<file path="src/rtl/psg_mixer.sv">
// PSG mixer: snapshots the four channel levels on a sample tick, then
// accumulates the enabled channels over four cycles, applies the master
// volume and PSG ratio, and presents one left/right sample pair with a strobe.
module psg_mixer (
  input  logic        system_clock,
  input  logic        reset,
  input  logic [23:0] ch1_wave,
  input  logic [23:0] ch2_wave,
  input  logic [23:0] ch3_wave,
  input  logic [23:0] ch4_wave,
  input  logic [15:0] soundcnt_l,
  input  logic [1:0]  soundcnt_h,
  input  logic        master_enable,
  input  logic        sample_tick,
  output logic [25:0] psg_left,
  output logic [25:0] psg_right,
  output logic        out_valid,
  output logic        overrun
);

  typedef enum logic [1:0] {
    IDLE  = 2'd0,
    ACC   = 2'd1,
    SCALE = 2'd2,
    OUT   = 2'd3
  } state_t;

  state_t      r_state;
  logic [1:0]  r_idx;
  logic [23:0] r_ch1;
  logic [23:0] r_ch2;
  logic [23:0] r_ch3;
  logic [23:0] r_ch4;
  logic [15:0] r_cnt_l;
  logic [1:0]  r_ratio;
  logic [25:0] r_acc_l;
  logic [25:0] r_acc_r;
  logic [25:0] r_res_l;
  logic [25:0] r_res_r;

  logic [23:0] w_ch_sel;
  logic [3:0]  w_en_l;
  logic [3:0]  w_en_r;
  logic [3:0]  w_mul_l;
  logic [3:0]  w_mul_r;
  logic [1:0]  w_shift;
  logic [28:0] w_prod_l;
  logic [28:0] w_prod_r;
  logic [28:0] w_shr_l;
  logic [28:0] w_shr_r;

  // Pick the snapshot channel addressed by the ACC index and derive the scale terms.
  always_comb begin
    w_ch_sel = r_ch1;
    case (r_idx)
      2'd0: w_ch_sel = r_ch1;
      2'd1: w_ch_sel = r_ch2;
      2'd2: w_ch_sel = r_ch3;
      2'd3: w_ch_sel = r_ch4;
      default: w_ch_sel = r_ch1;
    endcase

    w_en_l  = r_cnt_l[15:12];
    w_en_r  = r_cnt_l[11:8];
    w_mul_l = {1'b0, r_cnt_l[6:4]} + 4'd1;
    w_mul_r = {1'b0, r_cnt_l[2:0]} + 4'd1;

    case (r_ratio)
      2'd0:    w_shift = 2'd2;
      2'd1:    w_shift = 2'd1;
      default: w_shift = 2'd0;
    endcase

    // Product of a 26-bit sum and a multiplier of at most 8 always fits 29 bits.
    w_prod_l = {3'b000, r_acc_l} * {25'd0, w_mul_l};
    w_prod_r = {3'b000, r_acc_r} * {25'd0, w_mul_r};
    w_shr_l  = (w_prod_l >> 3) >> w_shift;
    w_shr_r  = (w_prod_r >> 3) >> w_shift;
  end

  // Sequencer: capture, four accumulate steps, scale, then publish the sample.
  always_ff @(posedge system_clock) begin
    if (reset) begin
      r_state   <= IDLE;
      r_idx     <= 2'd0;
      r_ch1     <= 24'd0;
      r_ch2     <= 24'd0;
      r_ch3     <= 24'd0;
      r_ch4     <= 24'd0;
      r_cnt_l   <= 16'd0;
      r_ratio   <= 2'd0;
      r_acc_l   <= 26'd0;
      r_acc_r   <= 26'd0;
      r_res_l   <= 26'd0;
      r_res_r   <= 26'd0;
      psg_left  <= 26'd0;
      psg_right <= 26'd0;
      out_valid <= 1'b0;
      overrun   <= 1'b0;
    end else if (!master_enable) begin
      // Disabling abandons any sample in flight and silences the outputs.
      r_state   <= IDLE;
      r_idx     <= 2'd0;
      psg_left  <= 26'd0;
      psg_right <= 26'd0;
      out_valid <= 1'b0;
      overrun   <= 1'b0;
    end else begin
      out_valid <= 1'b0;
      overrun   <= sample_tick && (r_state != IDLE);
      case (r_state)
        IDLE: begin
          if (sample_tick) begin
            r_ch1   <= ch1_wave;
            r_ch2   <= ch2_wave;
            r_ch3   <= ch3_wave;
            r_ch4   <= ch4_wave;
            r_cnt_l <= soundcnt_l;
            r_ratio <= soundcnt_h;
            r_acc_l <= 26'd0;
            r_acc_r <= 26'd0;
            r_idx   <= 2'd0;
            r_state <= ACC;
          end
        end
        ACC: begin
          if (w_en_l[r_idx]) r_acc_l <= r_acc_l + {2'b00, w_ch_sel};
          if (w_en_r[r_idx]) r_acc_r <= r_acc_r + {2'b00, w_ch_sel};
          r_idx <= r_idx + 2'd1;
          if (r_idx == 2'd3) r_state <= SCALE;
        end
        SCALE: begin
          r_res_l <= w_shr_l[25:0];
          r_res_r <= w_shr_r[25:0];
          r_state <= OUT;
        end
        OUT: begin
          psg_left  <= r_res_l;
          psg_right <= r_res_r;
          out_valid <= 1'b1;
          r_state   <= IDLE;
        end
        default: r_state <= IDLE;
      endcase
    end
  end

endmodule
</file>
<file path="config.mk">
export PLATFORM = sky130hd
export DESIGN_NAME = psg_mixer
export DESIGN_NICKNAME = d
export VERILOG_FILES = /design/src/rtl/psg_mixer.sv
export SDC_FILE = /design/constraint.sdc
export NUM_CORES = 1
export LEC_CHECK = 0
export BUFFER_PORTS_ARGS = -buffer_cell sky130_fd_sc_hd__clkbuf_2
export CELL_PAD_IN_SITES_DETAIL_PLACEMENT = 2
export CELL_PAD_IN_SITES_GLOBAL_PLACEMENT = 2
export CORE_MARGIN = 4
export CORE_UTILIZATION = 37
export CTS_CLUSTER_DIAMETER = 150
export DETAILED_ROUTE_END_ITERATION = 8
export PLACE_DENSITY_LB_ADDON = 0.1
export SLEW_MARGIN = 5
export SYNTH_ARGS = -nofsm -noshare
export SYNTH_HDL_FRONTEND = slang
export SYNTH_SLANG_ARGS = --single-unit
</file>
<file path="constraint.sdc">
create_clock -name system_clock -period 5.08 [get_ports system_clock]
set_input_delay 1.016 -clock system_clock [delete_from_list [all_inputs] [get_ports system_clock]]
set_output_delay 1.016 -clock system_clock [all_outputs]
set_load 0.03 [all_outputs]
</file>
==> key figures, run 1 <==
Synthesis
  • Top_reg_cell synth: dfxtp_1
  • Post-synth cell types: 77
  • Async SR Flop Fraction: 0%
  • Gate Count Post-Synth: between 2000 and 2500
  • Sequential area share after synthesis: between 20% and 30%
  • Top post-synthesis cells by area: dfxtp_1 28%, fa_1 9.9%, nand2_1 8.0%
  • Avg Inst Size Synth: 8.026 um^2
  • Mapped Area: between 15000 and 20000 um^2
  • Share of the synthesized area in the top cell type: around 28%
  • FF+latch count, synth: between 200 and 300
  • Yosys top cell by area: dfxtp_1
  • Synth warn: 0
  • Syn nets: roughly 2800
  • Number of synthesized flops with an enable pin: 0

Layout
  • Design area: approximately 23000 um^2
  • Nets: 2914
  • Fillers: approximately 6000
  • Area grow syn2layout: 14.87%
  • Post-route insts no fill: about 3300
  • Final Util: a little over two fifths
  • N_diodes: 0
  • Layout cell share with drive strength beyond 1: about an eighth

Routing
  • Antenna-violating nets left: 0
  • DRT iter0 DRCs: ~870
  • WL/cell: ~21 um
  • First-pass DRT Iterations: 5
  • Drt drc: 0
  • Vias per inst: 5.435
  • Via count: ~18000
  • Total wire length: 68.43 mm

Timing
  • Worst setup margin: 268.0 ps
  • Fmax: a little over 200 MHz
  • Worst-Margin Slew: about 1100 ps
  • Setup tns final: 0 ps
  • Setup violators final: 0
  • Headroom to the max-slew limit: approximately 29%
  • Slew Viols, Final: 0
  • Final min period: around 4800 ps
  • RSZ-0062 raised after global routing: true
  • Hold WS: ~450 ps
  • Fin. Hold Viols: 0
  • Final period util: between 90% and 100%
  • Clk_skew: just under 30 ps

Clock network
  • CTS Buf Count: 35
  • CTS clk-pin slew, worst paths: approximately 70 ps
  • Worst skew pair latency: between 500 and 600 ps
  • CTS H-tree depth: 2
  • Sink Count: ~270
  • CTS root buffer: clkbuf_16
  • CTS max path bufs: 3
  • CTS tree: done

Global route
  • Largest net degree at the start of global routing: 108
  • Grt ovf: 0
  • GRT Util Overall: a little under a quarter
  • Vias in the first global route: 19710
  • First-pass GRT wire length: roughly 110 mm
  • Initial antenna violation count: 1

Setup path
  • Reg-to-reg startpoint: r_cnt_l[1]$_SDFFE_PP0P_
  • CP Launch Type: flip-flop
  • Critical Path Sink Type: flip-flop
  • Cell count of the worst reg-to-reg path: 19
  • Worst Path Class, Setup: reg2reg
  • CP required: ~5600 ps
  • Worst path arrival time: ~5300 ps
  • Capturing point of the worst reg2reg path: r_res_r[18]$_SDFFE_PP0P_
  • R2r setup slk: approximately 270 ps
  • Critical Path Start: r_cnt_l[1]$_SDFFE_PP0P_
  • Critical Path Fanout Max: 6

Place
  • RePlAce Congestion: between 0.8 and 0.9
  • Placed Area: around 21000 um^2
  • Setup WS pre-CTS: ~90 ps
  • Port Buffer Count: ~170
  • Post-placement cell count: 3228
  • DPL Wire Length: roughly 53 mm

Worst hold path
  • Hold Crit Class: reg2reg
  • Cell depth of the worst min-delay path: 2
  • Hold EP: r_ch1[14]$_SDFFE_PP0P_
  • Worst hold path startpoint: r_ch1[14]$_SDFFE_PP0P_

Die
  • Die height: roughly 240 um
  • Boundary Pins: about 170
  • Die ar.: 57210 um^2
  • Die X-Extent: about 240 um
  • Core area: around 53000 um^2
  • Starting Density: between 30 and 40%
  • # rows: 84

Power
  • LEAKAGE: roughly 10 nW
  • Total power: approximately 5.3 mW
  • Max VDD drop: 192.5 uV
  • Power Density: around 230 nW/um^2

Job
  • Max Cap Viol: 0

Status
  • Status: finished, final reports clean
[registers in the layout, indices dropped and copies added, names as in the netlist]
name and count:
r_ch3 24, r_state 2, r_res_r 26, r_ch4 24, r_cnt_l 14, r_acc_l 26
psg_right 26, r_ch1 24, r_ch2 24, r_res_l 26, r_acc_r 26, out_valid 1
r_ratio 2, r_idx 2, psg_left 26, overrun 1
[how the worst max path moves through the flow]
stage                                to  slack, ps  cells past startpoint
6_report       r_res_r[18]$_SDFFE_PP0P_        270                     19
5_1_grt        r_res_r[19]$_SDFFE_PP0P_        -50                     19
4_1_cts        r_res_r[24]$_SDFFE_PP0P_         30                     18
3_5_place_dp   r_res_l[23]$_SDFFE_PP0P_         90                     16
3_3_place_gp   r_res_l[23]$_SDFFE_PP0P_        240                     16
2_1_floorplan  r_res_r[19]$_SDFFE_PP0P_        440                     18
[cell usage in the layout (no fill, tap or decap), types with 8 or more instances in the layout]
cell,Yosys,layout
nor2b_1,32,32
o211ai_1,23,23
xnor2_1,55,53
a21oi_1,234,232
a22o_1,12,12
a21o_1,47,47
and3_1,12,9
a22oi_1,18,18
o21ai_0,74,74
ha_1,118,117
clkbuf_2,0,168
nor2_1,178,178
nand3_1,36,35
xor2_1,32,30
dfxtp_1,274,272
mux2i_1,88,88
nand2_1,423,423
a31oi_1,14,13
nand2b_1,36,35
nor3_1,31,31
fa_1,98,98
clkbuf_16,0,36
inv_1,161,161
o21a_1,19,19
nand3b_1,8,8
o21bai_1,8,8
a222oi_1,23,23
or3_1,16,16
buf_4,0,48
o22ai_1,13,13
and2_1,86,85
a211oi_1,33,33
nand4_1,11,11
[power by group]
group	switching, mW	internal (mW)	total [mW]	leakage [nW]
Combinational	0.273	0.138	0.411	7.15
Sequential	0.0328	2.20	2.23	2.22
Clock	1.07	1.60	2.67	0.597
Total	1.37	3.94	5.31	9.97
[metal layers]
| layer | global-route usage [%] | up-vias | wire, um |
|---|---|---|---|
| met1 | 32.40 | 8858 | 32310 |
| met5 | 0 | - | 8 |
| met2 | 40.34 | 306 | 32350 |
| met3 | 2.464 | 78 | 1979 |
| li1 | - | 8660 | - |
| met4 | 6.438 | 2 | 1782 |
[logic make-up (layout without fill, tap and decap cells)]
| kind of cell | Yosys count | count (layout) | share of synthesized area (%) |
|---|---|---|---|
| DFF | 274 | 274 | 27.74 |
| adders and majority gates | 216 | 216 | 17.39 |
| muxes | 95 | 95 | 4.966 |
| and+or+nand+nor | 887 | 887 | 20.18 |
| xor gates and xnor gates | 89 | 89 | 4.017 |
| buffers and inverters | 304 | 446 | 5.808 |
| AOI/OAI and AO/OA | 599 | 599 | 19.90 |
[critical path, stage by stage, from the launching register on]
cell and delay, ps:
dfxtp_2 350, ha_1 190, xor2_1 160, and2_1 180
ha_1 290, ha_1 280, nand3_1 170, or3b_2 520
fa_1 490, and2b_1 260, o21bai_2 90, a31oi_4 250
a21oi_2 110, buf_4 170, o21a_1 210, o41ai_2 300
xor2_1 200, buf_4 160, nand2_1 70, a311oi_2 270
[synthesized netlist by cell type (8+ instances only)]
master    count
a211oi_1     33
a21o_1       47
a21oi_1     234
a222oi_1     23
a22o_1       12
a22oi_1      18
a31oi_1      14
and2_1       86
and3_1       12
clkbuf_1    131
dfxtp_1     274
fa_1         98
ha_1        118
inv_1       161
mux2i_1      88
nand2_1     423
nand2b_1     36
nand3_1      36
nand3b_1      8
nand4_1      11
nor2_1      178
nor2b_1      32
nor3_1       31
o211ai_1     23
o21a_1       19
o21ai_0      74
o21ai_1       8
o21bai_1      8
o22ai_1      13
or3_1        16
xnor2_1      55
xor2_1       32
[final cells by class]
type / instances / area [um^2] / area share (%)
clock buffers: 47 / 992.2 / 4.367
flip-flops and latches: 274 / 5488 / 24.16
multi-input cells: 1886 / 13260 / 58.36
clock inverters: 16 / 236.5 / 1.041
inverters: 162 / 608.1 / 2.677
repair buffers: 221 / 1275 / 5.612
well taps: 688 / 860.8 / 3.789
[timing repair]
item / CTS / global route
setup buffers: 0 / 3
gates resized for setup: 0 / 18
hold buffers: 0 / 0
endpoints found under the setup margin: 0 / 21
(Power assumes the default switching activity.)
==> run 2: changes to the inputs <==
--- a/config.mk
+++ b/config.mk
@@ -9,7 +9,7 @@
 export CELL_PAD_IN_SITES_DETAIL_PLACEMENT = 2
 export CELL_PAD_IN_SITES_GLOBAL_PLACEMENT = 2
 export CORE_MARGIN = 4
-export CORE_UTILIZATION = 37
+export CORE_UTILIZATION = 39
 export CTS_CLUSTER_DIAMETER = 150
 export DETAILED_ROUTE_END_ITERATION = 8
 export PLACE_DENSITY_LB_ADDON = 0.1
==> constraint.sdc (replaced) <==
create_clock -name system_clock -period 6.2 [get_ports system_clock]
set_input_delay 1.24 -clock system_clock [delete_from_list [all_inputs] [get_ports system_clock]]
set_output_delay 1.24 -clock system_clock [all_outputs]
set_load 0.03 [all_outputs]
==> key figures, run 2 (same netlist as run 1, synthesis figures left out) <==
Status
  • Status: finished, final reports clean

Global route
  • Grt ovf: 0 (unchanged)
  • Initial antenna violation count: 2 (+1)
  • Vias in the first global route: 19510 (-1.0%)
  • First-pass GRT wire length: 107.6 mm (-2.5%)
  • Largest net degree at the start of global routing: 121 (+12%)
  • GRT Util Overall: 24.45% (+0.68 points)

Layout
  • Area grow syn2layout: 12.55%
  • Final Util: 44.36% (+1.3 points)
  • Commonest non-fill, non-tap cells in the layout: 423 x nand2_1, 273 x dfxtp_1, 234 x a21oi_1, 178 x nor2_1, 168 x clkbuf_2
  • Fillers: 5707 (-5.0%)
  • Layout cell share with drive strength beyond 1: 10.91% (-1.9 points)
  • Nets: 2879 (-1.2%)
  • Post-route insts no fill: 3240 (-1.6%)
  • Commonest non-fill, non-tap cell in the layout: nand2_1
  • Design area: 22260 um^2 (-2.0%)

Place
  • Port Buffer Count: 169 (unchanged)
  • RePlAce Congestion: 0.8951 (+1.3%)
  • DPL Wire Length: 51.21 mm (-2.7%)
  • Placed Area: 21090 um^2 (-1.3%)
  • Post-placement cell count: 3180 (-1.5%)

Clock network
  • CTS clk-pin slew, worst paths: 60 ps (about the same)
  • CTS H-tree depth: 2 (unchanged)
  • Post_cts resized: 0 (unchanged)
  • CTS root buffer: clkbuf_16
  • Sink Count: 274 (unchanged)
  • CTS Buf Count: 35 (unchanged)
  • Worst skew pair latency: 550 ps (-20 ps)
  • CTS tree: done
  • # hold bufs at CTS: 0 (unchanged)
  • Setup bufs post-CTS: 0 (unchanged)
  • CTS max path bufs: 3 (unchanged)

Routing
  • Drt drc: 0 (unchanged)
  • WL/cell: 20.62 um (-0.76%)
  • Total wire length: 66.80 mm (-2.4%)
  • Via count: 17890 (-0.10%)
  • Vias per inst: 5.520 (+1.6%)
  • DRT iter0 DRCs: 930 (+7.1%)
  • Antenna-violating nets left: 0 (unchanged)
  • First-pass DRT Iterations: 6 (+1)

Die
  • Die X-Extent: 233.2 um (-2.5%)
  • # rows: 82 (-2.4%)
  • Starting Density: 39.42% (+1.9 points)
  • Core area: 50170 um^2 (-4.9%)
  • Boundary Pins: 172 (unchanged)
  • Die ar.: 54380 um^2 (-5.0%)
  • Die height: 233.2 um (-2.5%)

Setup path
  • CP required: 6640 ps (+1090 ps)
  • Cell Chain, Critical Path: and3_1 > nand2_1 > fa_1 > fa_1 > fa_1 > and2b_1 > o2111ai_1 > a31oi_2 > a31oi_2 > o2111ai_1 > o211ai_1 > xnor2_1 > o221ai_1 > a211oi_1
  • Critical Path Sink Type: flip-flop
  • Slowest-stage cell, CP: and3_1
  • Worst path max stage delay: 810 ps (+290 ps)
  • CP Launch Type: flip-flop
  • Most Frequent Cell on Critical Path: fa_1
  • Reg-to-reg startpoint: r_cnt_l[5]$_SDFFE_PP0P_
  • Cell count of the worst reg-to-reg path: 14 (-5)
  • Critical Path Fanout Max: 26 (+20)
  • Critical Path Start: r_cnt_l[5]$_SDFFE_PP0P_
  • Worst Path Class, Setup: reg2reg
  • Worst path arrival time: 5790 ps (+510 ps)

Timing
  • Fin. Hold Viols: 0 (unchanged)
  • Worst-Margin Slew: 1131 ps (+62.82 ps)
  • Headroom to the max-slew limit: 24.44% (-4.3 points)
  • Final period util: 86.35% (-8.4 points)
  • RSZ-0062 raised after global routing: false
  • Final min period: 5354 ps (+541.7 ps)
  • Slew Viols, Final: 0 (unchanged)
  • Fmax: 186.8 MHz (-10%)
  • Setup tns final: 0 ps (unchanged)
  • Setup violators final: 0 (unchanged)
  • Clk_skew: 36.18 ps (+7.128 ps)

Worst hold path
  • Cell depth of the worst min-delay path: 2 (unchanged)
  • Worst hold path startpoint: r_ch1[6]$_SDFFE_PP0P_
  • Hold Crit Class: reg2reg

Power
  • Total power: 4.226 mW (-20%)
  • LEAKAGE: 9.710 nW (-2.6%)
  • Power Density: 189.9 nW/um^2 (-19%)
  • Max VDD drop: 150.9 uV (-22%)

Job
  • Max Cap Viol: 0 (unchanged)
run 2: worst paths after layout:
| kind | end | slack, ps |
|---|---|---|
| max | r_res_l[23]$_SDFFE_PP0P_ | 850 |
| min | r_ch1[6]$_SDFFE_PP0P_ | 460 |
| max reg2reg | r_res_l[23]$_SDFFE_PP0P_ | 850 |
| min reg2reg | r_ch1[6]$_SDFFE_PP0P_ | 460 |
run 2: worst max-delay path, delay by kind of cell, from the launching register on:
family          cells  cell delay, ps
compound gates      7            1530
flops               1             420
fa+ha+maj           3            1560
xor+xnor            1             470
simple gates        3            1240
run 2: layout make-up:
| type | instances | area [um^2] | share of cell area, % |
|---|---|---|---|
| Multi-Input combinational cell | 1886 | 13180 | 59.20 |
| Sequential cell | 274 | 5487 | 24.65 |
| Clock buffer | 49 | 1008 | 4.531 |
| Timing Repair Buffer | 186 | 979.7 | 4.402 |
| Tap cell | 672 | 840.8 | 3.778 |
| Inverter | 162 | 608.1 | 2.732 |
| Clock inverter | 10 | 155.1 | 0.6971 |
| Antenna cell | 1 | 2.502 | 0.01124 |
run 2: metal layers:
layer / share of wire, % / global-route usage, %
met1: 46 / 32.18
met4: 2.2 / 5.865
met2: 48 / 42.60
met3: 3.5 / 3.146
met5: 0.039 / 0
run 2: report_power, final:
part / switching (mW) / internal, mW
registers: 0.0241 / 1.80
logic: 0.222 / 0.102
clock network: 0.815 / 1.26
total: 1.06 / 3.16
run 2: through the flow:
stage	worst slack, ps	hold slack, ps
2_1_floorplan	1556	424.8
3_5_place_dp	769.4	451.0
4_1_cts	761.3	458.8
3_3_place_gp	1025	441.6
6_report	846.3	456.2
5_1_grt	478.5	473.6
==> run 3: changes to the inputs <==
--- a/config.mk
+++ b/config.mk
@@ -5,11 +5,12 @@
 export SDC_FILE = /design/constraint.sdc
 export NUM_CORES = 1
 export LEC_CHECK = 0
+export ABC_AREA = 1
 export BUFFER_PORTS_ARGS = -buffer_cell sky130_fd_sc_hd__clkbuf_2
 export CELL_PAD_IN_SITES_DETAIL_PLACEMENT = 2
 export CELL_PAD_IN_SITES_GLOBAL_PLACEMENT = 2
 export CORE_MARGIN = 4
-export CORE_UTILIZATION = 39
+export CORE_UTILIZATION = 37
 export CTS_CLUSTER_DIAMETER = 150
 export DETAILED_ROUTE_END_ITERATION = 8
 export PLACE_DENSITY_LB_ADDON = 0.1
==> key figures, run 3 <==
Status
  • Status: finished, final reports clean

Layout
  • Area grow syn2layout: 11.15%
  • Post-route insts no fill: 4217 (+30%)
  • Multi-input combinational cell area: 13400 um^2 (+1.7%)
  • Final Util: 41.61% (-2.7 points)
  • Nets: 3759 (+31%)
  • Commonest non-fill, non-tap cells in the layout: 858 x nand2_1, 543 x inv_1, 336 x a21oi_1, 289 x nor2_1, 274 x dfxtp_1
  • Design area: 24010 um^2 (+7.9%)
  • Register area: 5485 um^2 (about the same)
  • Commonest non-fill, non-tap cell in the layout: nand2_1
  • Layout cell share with drive strength beyond 1: 9.365% (-1.5 points)
  • Fillers: 7141 (+25%)

Setup path
  • Most Frequent Cell on Critical Path: nand2_1
  • CP required: 6690 ps (+50 ps)
  • Worst Path Class, Setup: reg2reg
  • Cell Chain, Critical Path: ha_1 > or2_2 > nand2_1 > inv_1 > nand2_1 > fa_1 > fa_1 > inv_1 > ha_1 > nand2_1 > inv_1 > a21oi_1 > nand2_1 > a21oi_1 > nand2_1 > nand2_1 > nand3_1 > nand3_1 > nand3_1 > nand2_1 > inv_1
  • Critical Path Fanout Max: 14 (-46%)
  • Critical Path Sink Type: flip-flop
  • Worst path max stage delay: 490 ps (-320 ps)
  • Worst path arrival time: 5320 ps (-470 ps)
  • Slowest-stage cell, CP: fa_1
  • CP Launch Type: flip-flop

Die
  • # rows: 88 (+7.3%)
  • Starting Density: 37.44% (-2.0 points)
  • Boundary Pins: 172 (unchanged)
  • Core area: 57700 um^2 (+15%)
  • Die X-Extent: 249.6 um (+7.0%)
  • Die ar.: 62310 um^2 (+15%)
  • Die height: 249.6 um (+7.0%)

Timing
  • Setup violators final: 0 (unchanged)
  • Worst-Margin Slew: 1192 ps (+61.18 ps)
  • Clk_skew: 27.28 ps (-8.903 ps)
  • RSZ-0062 raised after global routing: false
  • Setup tns final: 0 ps (unchanged)
  • Fmax: 207.1 MHz (+11%)
  • Slew Viols, Final: 0 (unchanged)
  • Final min period: 4829 ps (-525.1 ps)
  • Worst setup margin: 1371 ps (+525.1 ps)
  • Fin. Hold Viols: 0 (unchanged)
  • Hold WS: 454.0 ps (-2.183 ps)
  • Headroom to the max-slew limit: 20.33% (-4.1 points)
  • Final period util: 77.88% (-8.5 points)

Routing
  • WL/cell: 19.93 um (-3.4%)
  • Met3 wire len: 2.747 mm (+18%)
  • Via count: 22100 (+24%)
  • First-pass DRT Iterations: 5 (-1)
  • Wl on met1: 37.48 mm (+21%)
  • Antenna-violating nets left: 0 (unchanged)
  • Met2 WL post-DR: 40.61 mm (+27%)
  • Vias per inst: 5.240 (-5.1%)
  • Total wire length: 84.03 mm (+26%)
  • DR top layer: met4
  • Drt drc: 0 (unchanged)
  • DRT iter0 DRCs: 718 (-23%)

Worst hold path
  • Hold Crit Class: reg2reg

Clock network
  • CTS root buffer: clkbuf_16
  • CTS clk-pin slew, worst paths: 60 ps (about the same)
  • CTS tree: done
  • CTS max path bufs: 3 (unchanged)
  • CTS Buf Count: 31 (-11%)
  • Sink Count: 274 (unchanged)
  • Worst skew pair latency: 600 ps (+50 ps)
  • # hold bufs at CTS: 0 (unchanged)
  • Post_cts resized: 0 (unchanged)
  • CTS H-tree depth: 1 (-1)
  • Setup bufs post-CTS: 0 (unchanged)

Synthesis
  • Avg Inst Size Synth: 6.487 um^2 (-19%)
  • FF+latch count, synth: 274 (unchanged)
  • Synth warn: 0 (unchanged)
  • Post-synth cell types: 58 (-25%)
  • Number of synthesized flops with an enable pin: 0 (unchanged)
  • Yosys top cell by area: dfxtp_1
  • Sequential area share after synthesis: 25.39% (-2.3 points)
  • Top post-synthesis cells by area: dfxtp_1 25%, nand2_1 15%, inv_1 9.5%
  • Gate Count Post-Synth: 3330 (+35%)
  • Top_reg_cell synth: dfxtp_1
  • Async SR Flop Fraction: 0% (unchanged)
  • Share of the synthesized area in the top cell type: 25.39% (-2.3 points)
  • Mapped Area: 21600 um^2 (+9.2%)
  • Most instantiated library cell after synthesis: nand2_1
  • Most instantiated cells after synthesis: 858 x nand2_1, 544 x inv_1, 336 x a21oi_1, 290 x nor2_1, 274 x dfxtp_1
  • Syn nets: 3664 (+31%)

Place
  • Setup WS pre-CTS: 1387 ps (+617.4 ps)
  • Post-placement cell count: 4157 (+31%)
  • RePlAce Congestion: 0.9142 (+2.1%)
  • Port Buffer Count: 169 (unchanged)
  • Placed Area: 22920 um^2 (+8.7%)
  • DPL Wire Length: 66.60 mm (+30%)

Power
  • Max VDD drop: 199.7 uV (+32%)
  • Power Density: 184.2 nW/um^2 (-3.0%)
  • LEAKAGE: 11.51 nW (+19%)
  • Total power: 4.422 mW (+4.6%)

Job
  • Max Cap Viol: 0 (unchanged)

Global route
  • First-pass GRT wire length: 133.7 mm (+24%)
  • Largest net degree at the start of global routing: 114 (-5.8%)
  • GRT Util Overall: 26.20% (+1.8 points)
  • Initial antenna violation count: 3 (+1)
  • Grt ovf: 0 (unchanged)
  • Vias in the first global route: 24360 (+25%)
==> run 3: path summary, 6_finish.rpt <==
path,from,end,slack [ps],depth (start not counted)
worst min-delay path,r_ch1[23]$_SDFFE_PP0P_,r_ch1[23]$_SDFFE_PP0P_,450,2
worst min register to register,r_ch1[23]$_SDFFE_PP0P_,r_ch1[23]$_SDFFE_PP0P_,450,2
worst max register to register,r_cnt_l[0]$_SDFFE_PP0P_,r_res_r[20]$_SDFFE_PP0P_,1370,21
worst max-delay path,r_cnt_l[0]$_SDFFE_PP0P_,r_res_r[20]$_SDFFE_PP0P_,1370,21
==> run 3: power breakdown <==
group / switching (mW) / internal [mW] / total [mW]
sequential: 0.0394 / 1.83 / 1.87
clock: 0.794 / 1.16 / 1.96
combinational: 0.431 / 0.166 / 0.597
total: 1.26 / 3.16 / 4.42
==> run 3: worst max-delay path: cells and delay by family (launching register included) <==
family | cells | cell delay, ps
flops | 1 | 320
buf+inv | 4 | 570
fa+ha+maj | 4 | 1520
compound gates | 2 | 420
simple gates | 11 | 1900
==> run 3: cell type report <==
| class | count | area share, % |
|---|---|---|
| Antenna cell | 3 | 0.03127 |
| Clock buffer | 40 | 3.664 |
| Timing Repair Buffer | 186 | 4.054 |
| Sequential cell | 274 | 22.85 |
| Clock inverter | 17 | 0.8286 |
| Tap cell | 765 | 3.987 |
| Multi-Input combinational cell | 2375 | 55.82 |
| Inverter | 557 | 8.765 |
==> run 3: per-layer routing <==
layer | vias up | GRT usage [%]
met5 | - | 0
met4 | 0 | 8.639
met3 | 96 | 2.470
met2 | 352 | 46.89
met1 | 10890 | 33.17
li1 | 10760 | -
==> run 3: kinds of logic (layout without fill, tap and decap cells) <==
family                     count (synthesis)  in the layout  synth area share [%]
DFF                                      274            274                 25.39
adders and majority gates                216            216                 15.92
other                                      0              3                     0
buffers and inverters                    681            800                 12.64
and+or+nand+nor                         1486           1486                 28.74
xor gates and xnor gates                  26             26                 1.054
AOI/OAI and AO/OA                        645            645                 16.17
muxes                                      2              2               0.09268
